<file path="config.mk">
export PLATFORM = sky130hd
export DESIGN_NAME = mdio_responder_flat
export DESIGN_NICKNAME = d
export VERILOG_FILES = /design/src/rtl/mdio_pkg.sv /design/src/rtl/mdio_responder_if.sv /design/src/rtl/mdio_sync_edge.sv /design/src/rtl/mdio_responder.sv /design/src/flat_wrapper.sv
export SDC_FILE = /design/constraint.sdc
export NUM_CORES = 1
export LEC_CHECK = 0
export BUFFER_PORTS_ARGS = -buffer_cell sky130_fd_sc_hd__buf_4
export CAP_MARGIN = 10
export CORE_AREA = 2 2 236 238
export CTS_CLUSTER_SIZE = 12
export DETAILED_ROUTE_END_ITERATION = 8
export DIE_AREA = 0 0 238 240
export GPL_TIMING_DRIVEN = 0
export PLACE_DENSITY_LB_ADDON = 0.25
export SLEW_MARGIN = 20
export SYNTH_ARGS = -nofsm -noshare
export SYNTH_HDL_FRONTEND = slang
export SYNTH_SLANG_ARGS = --single-unit
</file>
<file path="constraint.sdc">
create_clock -name clk_mac -period 3.33 [get_ports clk_mac]
set_input_delay 0.4995 -clock clk_mac [delete_from_list [all_inputs] [get_ports clk_mac]]
set_output_delay 0.4995 -clock clk_mac [all_outputs]
set_load 0.1 [all_outputs]
</file>
<file path="src/rtl/mdio_pkg.sv">
// Shared MDIO responder definitions: FSM states, opcodes, register map, write record.
package mdio_pkg;

    typedef enum logic [2:0] {
        S_PRE   = 3'd0,
        S_ST    = 3'd1,
        S_OP    = 3'd2,
        S_PHYAD = 3'd3,
        S_REGAD = 3'd4,
        S_TA    = 3'd5,
        S_RDATA = 3'd6,
        S_WDATA = 3'd7
    } mdio_state_e;

    localparam logic [1:0]  OP_READ    = 2'b10;
    localparam logic [1:0]  OP_WRITE   = 2'b01;

    localparam logic [4:0]  REG_CTRL   = 5'd0;
    localparam logic [4:0]  REG_STATUS = 5'd1;
    localparam logic [4:0]  REG_ID1    = 5'd2;
    localparam logic [4:0]  REG_ID2    = 5'd3;

    localparam logic [15:0] STATUS_VAL = 16'h7809;
    localparam logic [5:0]  PRE_FULL   = 6'd32;

    typedef struct packed {
        logic [4:0]  reg_addr;
        logic [15:0] data;
    } wr_cmd_t;

endpackage

</file>
<file path="src/rtl/mdio_responder_if.sv">
// MDIO pad signals plus the write-notification and error outputs of the responder.
// master = station / observer side, slave = responder side.
interface mdio_responder_if;
    logic        mdc;
    logic        mdio_i;
    logic        mdio_o;
    logic        mdio_oe;
    logic        wr_pulse;
    logic [4:0]  wr_reg;
    logic [15:0] wr_data;
    logic        frame_err;

    modport master (
        output mdc, mdio_i,
        input  mdio_o, mdio_oe, wr_pulse, wr_reg, wr_data, frame_err
    );

    modport slave (
        input  mdc, mdio_i,
        output mdio_o, mdio_oe, wr_pulse, wr_reg, wr_data, frame_err
    );
endinterface

</file>
<file path="src/rtl/mdio_sync_edge.sv">
// Purpose: 2-flop synchronizers for mdc/mdio and registered mdc rising-edge strobe.
// Latency: mdc_rise and the aligned mdio_s appear 3 clk_mac cycles after mdc rises.
// Backpressure: none; consumer must act on the single-cycle strobe.
module mdio_sync_edge (
    input  logic clk_mac,
    input  logic rst_n,
    input  logic mdc,
    input  logic mdio_i,
    output logic mdc_rise,
    output logic mdio_s
);

    logic [1:0] mdc_sync;
    logic [1:0] mdio_sync;
    logic       mdc_d;

    always_ff @(posedge clk_mac) begin
        if (!rst_n) begin
            mdc_sync  <= 2'b00;
            mdio_sync <= 2'b00;
            mdc_d     <= 1'b0;
            mdc_rise  <= 1'b0;
            mdio_s    <= 1'b0;
        end else begin
            mdc_sync  <= {mdc_sync[0], mdc};
            mdio_sync <= {mdio_sync[0], mdio_i};
            mdc_d     <= mdc_sync[1];
            // mdio_s is captured alongside the strobe so both describe the same edge
            mdc_rise  <= mdc_sync[1] & ~mdc_d;
            mdio_s    <= mdio_sync[1];
        end
    end

endmodule

</file>
<file path="src/rtl/mdio_responder.sv">
// Purpose: Clause-22 style MDIO responder with 32x16 register file; optional macro
//          MDIO_RESP_PREAMBLE_SUPPRESS_EN accepts ST after a single preamble 1.
// Latency: outputs update 1 clk_mac after each detected mdc edge; backpressure: none, paced by mdc.
module mdio_responder #(
    parameter logic [4:0]  PHY_ADDR = 5'd1,
    parameter logic [15:0] PHY_ID1  = 16'h0007,
    parameter logic [15:0] PHY_ID2  = 16'hC0F1
) (
    input  logic             clk_mac,
    input  logic             rst_n,
    mdio_responder_if.slave  bus
);
    import mdio_pkg::*;

`ifdef MDIO_RESP_PREAMBLE_SUPPRESS_EN
    localparam logic [5:0] PRE_NEED = 6'd1;
`else
    localparam logic [5:0] PRE_NEED = PRE_FULL;
`endif

    logic        mdc_rise;
    logic        mdio_s;

    mdio_state_e state;
    logic [5:0]  pre_cnt;
    logic [4:0]  bit_cnt;
    logic [15:0] sh;
    logic [15:0] next_sh;
    logic        is_write;
    logic [4:0]  reg_addr;
    logic [15:0] rd_sh;
    logic [15:0] rd_val;
    logic        mdio_o_q;
    logic        mdio_oe_q;
    logic        frame_err_q;
    logic        wr_pulse_q;
    wr_cmd_t     wr_q;
    logic        commit_now;
    logic [15:0] regs [32];

    mdio_sync_edge u_sync (
        .clk_mac  (clk_mac),
        .rst_n    (rst_n),
        .mdc      (bus.mdc),
        .mdio_i   (bus.mdio_i),
        .mdc_rise (mdc_rise),
        .mdio_s   (mdio_s)
    );

    assign next_sh    = {sh[14:0], mdio_s};
    assign commit_now = mdc_rise && (state == S_WDATA) && (bit_cnt == 5'd15);

    // Address decode looks at the bit arriving now so read data is latched at end of REGAD
    always_comb begin
        rd_val = regs[next_sh[4:0]];
        case (next_sh[4:0])
            REG_STATUS: rd_val = STATUS_VAL;
            REG_ID1:    rd_val = PHY_ID1;
            REG_ID2:    rd_val = PHY_ID2;
            default:    ;
        endcase
    end

    always_ff @(posedge clk_mac) begin
        if (!rst_n) begin
            state       <= S_PRE;
            pre_cnt     <= 6'd0;
            bit_cnt     <= 5'd0;
            sh          <= 16'd0;
            is_write    <= 1'b0;
            reg_addr    <= 5'd0;
            rd_sh       <= 16'd0;
            mdio_o_q    <= 1'b0;
            mdio_oe_q   <= 1'b0;
            frame_err_q <= 1'b0;
            wr_pulse_q  <= 1'b0;
            wr_q        <= '0;
        end else begin
            frame_err_q <= 1'b0;
            wr_pulse_q  <= commit_now;
            if (commit_now) begin
                wr_q.reg_addr <= reg_addr;
                wr_q.data     <= next_sh;
            end
            if (mdc_rise) begin
                sh      <= next_sh;
                bit_cnt <= bit_cnt + 5'd1;
                case (state)
                    S_PRE: begin
                        if (mdio_s) begin
                            if (pre_cnt != PRE_FULL) pre_cnt <= pre_cnt + 6'd1;
                        end else begin
                            pre_cnt <= 6'd0;
                            if (pre_cnt >= PRE_NEED) begin
                                state   <= S_ST;
                                bit_cnt <= 5'd0;
                            end
                        end
                    end
                    S_ST: begin
                        bit_cnt <= 5'd0;
                        if (mdio_s) begin
                            state <= S_OP;
                        end else begin
                            frame_err_q <= 1'b1;
                            state       <= S_PRE;
                        end
                    end
                    S_OP: begin
                        if (bit_cnt[0]) begin
                            bit_cnt <= 5'd0;
                            if (next_sh[1:0] == OP_READ || next_sh[1:0] == OP_WRITE) begin
                                is_write <= (next_sh[1:0] == OP_WRITE);
                                state    <= S_PHYAD;
                            end else begin
                                frame_err_q <= 1'b1;
                                state       <= S_PRE;
                            end
                        end
                    end
                    S_PHYAD: begin
                        if (bit_cnt == 5'd4) begin
                            bit_cnt <= 5'd0;
                            state   <= (next_sh[4:0] == PHY_ADDR) ? S_REGAD : S_PRE;
                        end
                    end
                    S_REGAD: begin
                        if (bit_cnt == 5'd4) begin
                            bit_cnt  <= 5'd0;
                            reg_addr <= next_sh[4:0];
                            rd_sh    <= rd_val;
                            state    <= S_TA;
                        end
                    end
                    S_TA: begin
                        if (!is_write) begin
                            // first TA bit seen: take the line and drive the TA zero
                            mdio_oe_q <= 1'b1;
                            mdio_o_q  <= 1'b0;
                            bit_cnt   <= 5'd0;
                            state     <= S_RDATA;
                        end else if (bit_cnt[0]) begin
                            bit_cnt <= 5'd0;
                            state   <= S_WDATA;
                        end
                    end
                    S_RDATA: begin
                        if (bit_cnt == 5'd16) begin
                            mdio_oe_q <= 1'b0;
                            mdio_o_q  <= 1'b0;
                            state     <= S_PRE;
                        end else begin
                            mdio_o_q <= rd_sh[15];
                            rd_sh    <= {rd_sh[14:0], 1'b0};
                        end
                    end
                    S_WDATA: begin
                        if (bit_cnt == 5'd15) state <= S_PRE;
                    end
                    default: state <= S_PRE;
                endcase
            end
        end
    end

    // Reg 0 bit 15 is a soft reset: it reloads everything and is never stored
    always_ff @(posedge clk_mac) begin
        if (!rst_n) begin
            for (int i = 0; i < 32; i++) regs[i] <= 16'd0;
        end else if (commit_now) begin
            if (reg_addr == REG_CTRL && next_sh[15]) begin
                for (int i = 0; i < 32; i++) regs[i] <= 16'd0;
            end else if (reg_addr == REG_CTRL || reg_addr > REG_ID2) begin
                regs[reg_addr] <= next_sh;
            end
        end
    end

    assign bus.mdio_o    = mdio_o_q;
    assign bus.mdio_oe   = mdio_oe_q;
    assign bus.frame_err = frame_err_q;
    assign bus.wr_pulse  = wr_pulse_q;
    assign bus.wr_reg    = wr_q.reg_addr;
    assign bus.wr_data   = wr_q.data;

endmodule

</file>
<file path="src/flat_wrapper.sv">
// flat-port wrapper written by rule: the top's interface ports become plain ports
module mdio_responder_flat import mdio_pkg::*;
#(
    parameter logic [4:0]  PHY_ADDR = 5'd1,
    parameter logic [15:0] PHY_ID1  = 16'h0007,
    parameter logic [15:0] PHY_ID2  = 16'hC0F1
)
  (clk_mac, rst_n, bus_mdc, bus_mdio_i, bus_mdio_o, bus_mdio_oe, bus_wr_pulse, bus_wr_reg, bus_wr_data, bus_frame_err);
  mdio_responder_if bus_i ();
  input  logic clk_mac;
  input  logic rst_n;
  input wire logic [$bits(bus_i.mdc)-1:0] bus_mdc;
  input wire logic [$bits(bus_i.mdio_i)-1:0] bus_mdio_i;
  output wire logic [$bits(bus_i.mdio_o)-1:0] bus_mdio_o;
  output wire logic [$bits(bus_i.mdio_oe)-1:0] bus_mdio_oe;
  output wire logic [$bits(bus_i.wr_pulse)-1:0] bus_wr_pulse;
  output wire logic [$bits(bus_i.wr_reg)-1:0] bus_wr_reg;
  output wire logic [$bits(bus_i.wr_data)-1:0] bus_wr_data;
  output wire logic [$bits(bus_i.frame_err)-1:0] bus_frame_err;
  assign bus_i.mdc = bus_mdc;
  assign bus_i.mdio_i = bus_mdio_i;
  assign bus_mdio_o = bus_i.mdio_o;
  assign bus_mdio_oe = bus_i.mdio_oe;
  assign bus_wr_pulse = bus_i.wr_pulse;
  assign bus_wr_reg = bus_i.wr_reg;
  assign bus_wr_data = bus_i.wr_data;
  assign bus_frame_err = bus_i.frame_err;
  mdio_responder #(.PHY_ADDR(PHY_ADDR), .PHY_ID1(PHY_ID1), .PHY_ID2(PHY_ID2)) u_core (.clk_mac(clk_mac), .rst_n(rst_n), .bus(bus_i));
endmodule
</file>
==> results of run 1 <==
==> area by class of cell <==
class | instances | area (µm²) | area share [%]
Timing Repair Buffer | 79 | 787.0 | 2.524
Inverter | 15 | 67.56 | 0.2167
Antenna cell | 1 | 2.502 | 0.008025
Clock inverter | 19 | 162.7 | 0.5216
Tap cell | 704 | 880.8 | 2.825
Multi-Input combinational cell | 1218 | 9517 | 30.52
Buffer | 182 | 882.1 | 2.829
Sequential cell | 595 | 17040 | 54.64
Clock buffer | 98 | 1844 | 5.915
==> through the flow <==
stage / std cells / util, % / cell area (µm²) / setup TNS [ns] / power, W
6_report: 2911 / 57.04 / 31180 / 0 / 0.01589
3_5_place_dp: 2768 / 52.59 / 28750 / -51.79 / 0.009064
2_1_floorplan: 2013 / - / 27200 / -5.004 / 0.008811
5_1_grt: 2910 / 57.04 / 31180 / 0 / 0.01627
3_3_place_gp: 2744 / 51.75 / 28290 / -541.68 / 0.009010
4_1_cts: 2901 / 56.85 / 31070 / 0 / 0.01594
==> metal layers <==
| layer | routed length (µm) | global-route usage (%) | vias to the layer above |
|---|---|---|---|
| met5 | 34 | 0 | - |
| met4 | 4838 | 15.74 | 6 |
| met3 | 8480 | 6.648 | 243 |
| met2 | 37750 | 45.75 | 1031 |
| met1 | 32300 | 39.71 | 8856 |
| li1 | - | - | 7600 |
==> power groups by stage <==
stage / Clock, W / Sequential [W] / Combinational [W]
2_1_floorplan: 0 / 0.00850 / 0.000310
3_3_place_gp: 0 / 0.00853 / 0.000485
3_5_place_dp: 0 / 0.00852 / 0.000542
4_1_cts: 0.00699 / 0.00836 / 0.000579
5_1_grt: 0.00727 / 0.00838 / 0.000617
6_report: 0.00693 / 0.00836 / 0.000593
==> placed cells by master, fill, tap and decap left out, drive strengths merged, types with 8 or more instances in the layout <==
master / instances
a211o: 12
a211oi: 9
a21oi: 45
a22o: 9
and2: 418
buf: 137
clkbuf: 222
clkinv: 12
conb: 49
dfxtp: 83
edfxtp: 512
ha: 9
inv: 17
mux2i: 81
mux4: 101
nand2: 110
nand3: 10
nor2: 71
nor3: 65
o21ai: 75
o221ai: 21
o22ai: 14
o32ai: 8
==> critical path, cell delays in order (launching register included) <==
cell and delay [ns]:
dfxtp_1 0.38, buf_2 0.25, clkbuf_1 0.81, mux4_2 0.43
nand2_1 0.09, nand2_1 0.15, a221oi_1 0.89, o2bb2ai_1 0.12
==> timing repair <==
item / 4_1_cts / 5_1_grt
buffers inserted: 18 / 9
pin swaps: 4 / 3
gates resized for setup: 24 / 8
hold endpoints to repair: 0 / 0
setup endpoints to repair: 380 / 200
==> logic make-up (layout without fill, tap and decap cells) <==
kind of cell             after synthesis  in the layout  share of synthesized area (%)
AO/OA/AOI/OAI                        240            240                          5.894
XOR/XNOR                               4              4                         0.1296
adder cells (fa/ha/maj)                9              9                         0.4167
buffers and inverters                200            393                          3.454
flip-flops                           595            595                          63.04
multiplexers                         185            185                          11.54
other                                  1             50                        0.01388
AND/OR/NAND/NOR                      731            731                          15.51
==> how the worst max path moves through the flow <==
| stage | endpoint | slack, ns | from |
|---|---|---|---|
| floorplan | u_core.regs[8][0] | -0.16 | u_core.bit_cnt[0] |
| global placement | u_core.regs[9][6] | -1.73 | u_core.bit_cnt[0] |
| detailed placement | u_core.rd_sh[5] | -0.44 | u_core.sh[0] |
| CTS | u_core.regs[8][8] | 0.009 | u_core.bit_cnt[0] |
| global route | u_core.rd_sh[13] | 0.006 | u_core.u_sync.mdio_s |
| finish | u_core.rd_sh[13] | 0.05 | u_core.sh[1] |
==> impl_metrics.env, run 1 <==
export IMPL_outcome="finished clean"
export IMPL_regMostFlops="u_core.regs"
export IMPL_leakagePower_nw=10.98
export IMPL_layout_drive_gt1_share_pct=19.04
export IMPL_fp_row_count=86
export IMPL_grt_pass1_vias=17500
export IMPL_dr_pass1_iters=6
export IMPL_post_drt_wl_per_cell_um=28.65
export IMPL_swShare_pct=21.60
export IMPL_start_util_pct=49.44
export IMPL_die_y_um=240
export IMPL_critical_path_required_ns=3.79
export IMPL_clk_latency_ns=0.62
export IMPL_reg2reg_depth=7
export IMPL_cap_violations=0
export IMPL_hp_start="bus_mdio_i"
export IMPL_area_delta_synth_final_pct=15.38
export IMPL_ys_async_sr_fraction_pct=0
export IMPL_rr_endpoint="u_core.rd_sh[13]"
export IMPL_path_max_fanout=10
export IMPL_synthTopCellsByCount="512 x edfxtp_1, 417 x and2_1, 110 x nand2_1, 105 x clkbuf_1, 101 x mux4_2"
export IMPL_min_path_cells=2
export IMPL_p_sw_w=0.003433
export IMPL_hold_buffers=0
export IMPL_synthCells=1965
export IMPL_grt_overflow=0
export IMPL_largest_reg_flops=512
export IMPL_fp_dieW_um=238
export IMPL_gp_congestion=0.9372
export IMPL_fillers=4394
export IMPL_cts_root_buf="clkbuf_16"
export IMPL_grt_start_max_net_pins=27
export IMPL_hold_path_class="in -> reg"
export IMPL_hold_viol_final=0
export IMPL_dp_hpwl_um=57950
export IMPL_io_pins=29
export IMPL_max_slew_margin_pct=19.17
export IMPL_crit_type="reg -> reg"
export IMPL_worstHoldEndpoint="u_core.u_sync.mdio_sync[0]"
export IMPL_drtIter0Drc=2376
export IMPL_setup_ws_ns=0.04747
export IMPL_clk_pin_slew_worst_paths_ns=0.06
export IMPL_layout_worst_path_cycle_share_pct=98.57
export IMPL_tightest_slew_ns=1.212
export IMPL_critical_path_arrival_ns=3.74
export IMPL_dpl_worst_slack_ns=-0.4409
export IMPL_yosysWarningCount=0
export IMPL_dieArea_um2=57120
export IMPL_rsz0062_at_grt="no"
export IMPL_vias=17740
export IMPL_ys_seq_area_share_pct=63.04
export IMPL_grt_usage_pct=29.72
export IMPL_ys_flop_type="edfxtp_1"
export IMPL_synth_area_leaders="edfxtp_1 57%, and2_1 9.7%, mux4_2 8.4%, dfxtp_1 6.1%, mux2i_1 3.0%"
export IMPL_ys_types=69
export IMPL_min_period_ns=3.283
export IMPL_clkPwrFrac_pct=43.6
export IMPL_cts_max_path_buffers=3
export IMPL_pwr_share_seq_pct=52.6
export IMPL_clock_sinks=595
export IMPL_routed_via_density=6.093
export IMPL_synth_top_cell_area_share_pct=56.89
export IMPL_rr_startpoint="u_core.sh[1]"
export IMPL_p_int_w=0.01246
export IMPL_grt_pass1_wl_um=119800
export IMPL_fin_skew_ns=0.03130
export IMPL_vdd_drop_max_uv=355.5
export IMPL_finalSetupViolations=0
export IMPL_io_buffers=27
export IMPL_netlist_area_um2=27020
export IMPL_antenna_found_initial=6
export IMPL_p_comb_share_pct=3.7
export IMPL_avgSynthCellArea_um2=13.75
export IMPL_ys_seq_elements=595
export IMPL_synth_most_common_cell="edfxtp_1"
export IMPL_htreeDepth=3
export IMPL_cts_buffers=66
export IMPL_powerDensity_nw_per_um2=509.7
export IMPL_synth_largest_area_cell="edfxtp_1"
export IMPL_drc=0
export IMPL_coreArea_um2=54660
export IMPL_synth_edf_count=512
export IMPL_clock_fmax_mhz=304.6
export IMPL_cp_start_kind="flop"
export IMPL_end_kind="flop"
export IMPL_nets=2170
export IMPL_cts_tree="yes"
export IMPL_ant_nets=0
export IMPL_whs_ns=0.1007
export IMPL_slew_viol_final=0
export IMPL_reg2reg_slack_ns=0.05
export IMPL_wirelength_um=83400
No activity file was read; power rests on OpenSTA's default activity.
==> inputs of run 2 (changes only) <==
==> constraint.sdc (replaced) <==
create_clock -name clk_mac -period 2.8 [get_ports clk_mac]
set_input_delay 0.42 -clock clk_mac [delete_from_list [all_inputs] [get_ports clk_mac]]
set_output_delay 0.42 -clock clk_mac [all_outputs]
set_load 0.1 [all_outputs]
==> run 2 against run 1 <==
  * The run now ends with negative setup slack left
  * Utilization up 1.3 points
  * Worst setup slack worse by 0.067 ns
  * Via count about the same
  * Global-route usage about the same
  * Routed wire length up 0.46%
  * Combinational power up 31%
  * First-iteration DRC count down 2.6%
  * Power up 21%
  * Cell count down 0.14%
  * Clock skew up 0.0074 ns
  * Largest power group unchanged
==> impl_metrics.env, run 2 (same netlist as run 1, synthesis figures left out) <==
export IMPL_outcome="finished, violations left"
export IMPL_violations="negative setup slack"
export IMPL_cp_start_kind="flop"
export IMPL_powerDensity_nw_per_um2=603.6
export IMPL_grt_start_max_net_pins=20
export IMPL_clk_pin_slew_worst_paths_ns=0.06
export IMPL_regMostFlops="u_core.regs"
export IMPL_clk_latency_ns=0.63
export IMPL_min_period_ns=2.820
export IMPL_clock_fmax_mhz=354.7
export IMPL_worst_path_largest_cell_delay_ns=0.92
export IMPL_leakagePower_nw=11.25
export IMPL_end_kind="flop"
export IMPL_die_y_um=240
export IMPL_grt_overflow=0
export IMPL_antenna_found_initial=6
export IMPL_drc=0
export IMPL_grt_usage_pct=29.75
export IMPL_nets=2171
export IMPL_min_path_cells=2
export IMPL_vias=17750
export IMPL_path_buf_inv=2
export IMPL_fillers=4308
export IMPL_layout_drive_gt1_share_pct=21.16
export IMPL_tightest_slew_ns=1.269
export IMPL_dp_hpwl_um=55730
export IMPL_path_max_fanout=10
export IMPL_routed_via_density=6.107
export IMPL_clock_sinks=595
export IMPL_cap_violations=0
export IMPL_fp_row_count=86
export IMPL_drtIter0Drc=2315
export IMPL_grt_pass1_wl_um=119700
export IMPL_max_slew_margin_pct=15.43
export IMPL_grt_pass1_vias=17620
export IMPL_tns_ns=-0.07246
export IMPL_coreArea_um2=54660
export IMPL_dr_pass1_iters=6
export IMPL_wirelength_um=83780
export IMPL_gp_congestion=0.9848
export IMPL_ant_nets=0
export IMPL_path_depth=5
export IMPL_io_pins=29
export IMPL_hold_path_class="in -> reg"
export IMPL_crit_family="buffers and inverters"
export IMPL_layout_common_cells="512 x edfxtp_1, 417 x and2_1, 110 x nand2_1, 101 x mux4_2, 95 x clkbuf_1"
export IMPL_dieArea_um2=57120
export IMPL_post_drt_wl_per_cell_um=28.82
export IMPL_reg2reg_depth=5
export IMPL_critPathSlowestCell="clkbuf_1"
export IMPL_cts_root_buf="clkbuf_16"
export IMPL_start_util_pct=49.44
export IMPL_hold_viol_final=0
export IMPL_fin_skew_ns=0.03869
export IMPL_setup_ws_ns=-0.01968
export IMPL_path_cells="buf_2, nor2_2, clkbuf_1, a211oi_1, o32ai_1"
export IMPL_largest_reg_flops=512
export IMPL_area_delta_synth_final_pct=17.92
export IMPL_critical_path_required_ns=3.34
export IMPL_cts_max_path_buffers=3
export IMPL_cts_tree="yes"
export IMPL_critical_path_arrival_ns=3.36
export IMPL_post_route_util_pct=58.30
export IMPL_cts_buffers=66
export IMPL_htreeDepth=3
export IMPL_io_buffers=27
export IMPL_rsz0062_at_grt="yes"
export IMPL_layout_worst_path_cycle_share_pct=100.7
export IMPL_finalSetupViolations=9
export IMPL_mostFrequentLayoutCell="edfxtp_1"
export IMPL_fp_dieW_um=238
export IMPL_crit_type="reg -> reg"
export IMPL_vdd_drop_max_uv=451.3
export IMPL_slew_viol_final=0
[run 2: changes by cell type in the layout (fill, tap and decap cells not counted), moves of 7 or more]
cell	before	now
buf_12	5	31
buf_2	32	25
buf_8	10	3
clkbuf_1	123	95
clkbuf_2	25	37
[run 2: worst paths after layout]
| check | start | to | slack (ns) |
|---|---|---|---|
| hold / removal | bus_mdio_i | u_core.u_sync.mdio_sync[0] | 0.01 |
| setup / recovery | u_core.sh[2] | u_core.rd_sh[4] | -0.02 |
| setup reg to reg | u_core.sh[2] | u_core.rd_sh[4] | -0.02 |
| hold reg to reg | u_core.u_sync.mdc_d | u_core.u_sync.mdc_rise | 0.39 |
[run 2: report_power, final]
group	internal [W]	switching, W	leakage (nW)	total, W
clock network	0.00500	0.00351	1.01	0.00851
logic	0.000316	0.000460	4.31	0.000776
registers	0.00987	0.0000772	5.93	0.00995
[run 2: area by class of cell]
class                      count  area [µm²]  area share [%]
tap                          704       880.8           2.764
sequential                   595       17050           53.49
multi-input combinational   1218        9719           30.50
buffer                       180       997.2           3.129
clock inverter                25       249.0          0.7813
inverter                      15       70.07          0.2199
clock buffer                  87        1815           5.697
antenna                        1       2.502        0.007853
timing repair buffer          82        1086           3.408
[run 2: routing by layer]
metal  up-vias  GRT usage [%]  share of wire [%]
met5         -              0               0.14
met3       256          9.265                 11
met4        10          16.08                5.8
met1      8871          38.08                 38
li1       7591              -                  -
met2      1024          45.53                 45
[run 2: repair_timing]
item,4_1_cts,5_1_grt
hold buffers,0,0
pin swaps,15,7
resized for setup,86,53
cloned,2,2
endpoints found under the setup margin,801,240
setup buffers,46,1
[run 2: metrics by stage]
step | instance area (µm²) | instances | hold WS [ns] | power [W] | worst slack [ns]
finish | 31870 | 2907 | 0.01471 | 0.01924 | -0.01968
global route | 31860 | 2906 | 0.02461 | 0.01967 | -0.04786
CTS | 31650 | 2904 | 0.009683 | 0.01922 | 0.01190
detailed placement | 28450 | 2748 | 0.3772 | 0.01073 | -0.9383
global placement | 28390 | 2744 | 0.3737 | 0.01070 | -1.635
floorplan | 27300 | 2013 | 0.3674 | 0.01048 | -0.3578
==> inputs of run 3 (changes only) <==
--- a/config.mk
+++ b/config.mk
@@ -8,6 +8,7 @@
 export BUFFER_PORTS_ARGS = -buffer_cell sky130_fd_sc_hd__buf_4
 export CAP_MARGIN = 10
 export CORE_AREA = 2 2 236 238
+export CTS_BUF_LIST = sky130_fd_sc_hd__clkbuf_8
 export CTS_CLUSTER_SIZE = 12
 export DETAILED_ROUTE_END_ITERATION = 8
 export DIE_AREA = 0 0 238 240
==> run 3 against run 2 <==
  * First-iteration DRC count down 2.5%
  * Worst setup slack better by 0.015 ns
  * The run still ends with negative setup slack left
  * Via count up 1.3%
  * Fmax up 0.52%
  * Cell count up 2.6%
  * Die area unchanged
  * Utilization down 0.63 points
  * Global-route usage down 0.062 points
  * Worst hold slack better by 0.38 ns
  * Critical endpoint is now u_core.rd_sh[13]
  * Routed wire length about the same
  * Sequential share of layout area up 0.58 points
  * Flip-flop and latch count unchanged
==> impl_metrics.env, run 3 (same netlist as run 1, synthesis figures left out) <==
export IMPL_grt_overflow=0
export IMPL_mostFrequentLayoutCell="edfxtp_1"
export IMPL_clk_latency_ns=0.73
export IMPL_cts_max_path_buffers=3
export IMPL_grt_pass1_vias=17940
export IMPL_layout_worst_path_cycle_share_pct=100.2
export IMPL_grt_start_max_net_pins=20
export IMPL_clock_sinks=595
export IMPL_slew_viol_final=0
export IMPL_hold_viol_final=0
export IMPL_clk_pin_slew_worst_paths_ns=0.06
export IMPL_finalSetupViolations=1
export IMPL_fp_dieW_um=238
export IMPL_wirelength_um=83810
export IMPL_grt_pass1_wl_um=119900
export IMPL_leakagePower_nw=11.26
export IMPL_hold_path_class="reg -> reg"
export IMPL_critPathSlowestCell="buf_1"
export IMPL_coreArea_um2=54660
export IMPL_die_y_um=240
export IMPL_rsz0062_at_grt="no"
export IMPL_antenna_found_initial=5
export IMPL_vias=17980
export IMPL_vdd_drop_max_uv=310.2
export IMPL_htreeDepth=3
export IMPL_setup_ws_ns=-0.005070
export IMPL_powerDensity_nw_per_um2=562.2
export IMPL_post_route_util_pct=57.67
export IMPL_layout_drive_gt1_share_pct=22.24
export IMPL_io_pins=29
export IMPL_cts_buffers=97
export IMPL_tightest_slew_ns=1.154
export IMPL_ant_nets=0
export IMPL_gp_congestion=0.9848
export IMPL_critical_path_arrival_ns=3.37
export IMPL_dp_hpwl_um=55730
export IMPL_path_max_fanout=10
export IMPL_violations="negative setup slack"
export IMPL_critical_path_required_ns=3.37
export IMPL_largest_reg_flops=512
export IMPL_post_drt_wl_per_cell_um=28.10
export IMPL_drc=0
export IMPL_tns_ns=-0.005070
export IMPL_min_period_ns=2.805
export IMPL_cp_start_kind="flop"
export IMPL_crit_type="reg -> reg"
export IMPL_clock_fmax_mhz=356.5
export IMPL_fillers=4380
export IMPL_fin_skew_ns=0.04249
export IMPL_routed_via_density=6.027
export IMPL_end_kind="flop"
export IMPL_layout_common_cells="512 x edfxtp_1, 417 x and2_1, 110 x nand2_1, 104 x clkbuf_8, 101 x mux4_2"
export IMPL_grt_usage_pct=29.69
export IMPL_regMostFlops="u_core.regs"
export IMPL_cts_tree="yes"
export IMPL_dpl_worst_slack_ns=-0.9383
export IMPL_dr_pass1_iters=7
export IMPL_path_cells="clkbuf_1, buf_1, o221ai_1, a221oi_4, o2bb2ai_1"
export IMPL_outcome="finished, violations left"
export IMPL_fp_row_count=86
export IMPL_worst_path_largest_cell_delay_ns=0.68
export IMPL_area_delta_synth_final_pct=16.64
export IMPL_whs_ns=0.3930
export IMPL_start_util_pct=49.44
export IMPL_drtIter0Drc=2256
export IMPL_dieArea_um2=57120
export IMPL_nets=2210
export IMPL_cts_root_buf="clkbuf_8"
export IMPL_cap_violations=0
export IMPL_max_slew_margin_pct=23.07
export IMPL_io_buffers=27
-- run 3: changes by cell type in the layout (fill, tap and decap cells not counted), moves of 3 or more --
cell       change
bufinv_16      -5
inv_6          +3
inv_1         +35
buf_4         +10
clkinv_1      +14
clkbuf_8     +102
diode_2        +3
clkbuf_16     -72
clkbuf_1      -19
buf_2          +4
-- run 3: layout make-up --
type | count | area [µm²] | share of cell area (%)
flip-flops and latches | 595 | 17050 | 54.07
plain buffers | 180 | 975.9 | 3.096
inverters | 15 | 70.07 | 0.2223
diodes | 4 | 10.01 | 0.03175
multi-input cells | 1218 | 9706 | 30.79
repair buffers | 90 | 1090 | 3.457
clock buffers | 102 | 1404 | 4.453
clock inverters | 75 | 341.6 | 1.084
well taps | 704 | 880.8 | 2.794
-- run 3: critical path: cells and delay by family, from the launching register on --
kind / cells / cell delay, ns
flops: 1 / 0.43
compound gates: 3 / 0.96
buf+inv: 2 / 1.25
-- run 3: per-layer routing --
| metal | up-vias | GRT usage [%] | part of all wire [%] | wire length [µm] |
|---|---|---|---|---|
| li1 | 7694 | - | - | - |
| met1 | 8944 | 38.02 | 38 | 31870 |
| met2 | 1085 | 45.44 | 45 | 37950 |
| met3 | 253 | 9.346 | 11 | 9436 |
| met4 | 2 | 15.83 | 5.4 | 4544 |
| met5 | - | 0 | 0.014 | 12 |
-- run 3: metrics by stage --
| stage | power, W | area [µm²] | std cells |
|---|---|---|---|
| after global placement | 0.01070 | 28390 | 2744 |
| after detailed placement | 0.01073 | 28450 | 2748 |
| after global routing | 0.01816 | 31520 | 2980 |
| final | 0.01772 | 31520 | 2983 |
| after CTS | 0.01774 | 31360 | 2976 |
| after floorplan | 0.01048 | 27300 | 2013 |
-- run 3: where the power goes --
part	internal, W	switching [W]	leakage, nW	total [W]
clock	0.00339	0.00362	1.03	0.00701
sequential	0.00987	0.0000770	5.93	0.00995
combinational	0.000311	0.000456	4.30	0.000768
-- run 3: final timing paths --
kind / startpoint / to / slack [ns] / cells past startpoint
worst max register to register: u_core.sh[3] / u_core.rd_sh[13] / -0.005 / 5
worst max-delay path: u_core.sh[3] / u_core.rd_sh[13] / -0.005 / 5
worst min-delay path: u_core.u_sync.mdc_d / u_core.u_sync.mdc_rise / 0.39 / 1
worst min register to register: u_core.u_sync.mdc_d / u_core.u_sync.mdc_rise / 0.39 / 1
-- run 3: timing repair --
item                       4_1_cts  5_1_grt
cloned                           2        0
hold buffers                     2        0
setup buffers                   51        4
pin swaps                       12        4
setup endpoints to repair      793      258
gates resized for setup         93       38
hold endpoints to repair         2        0
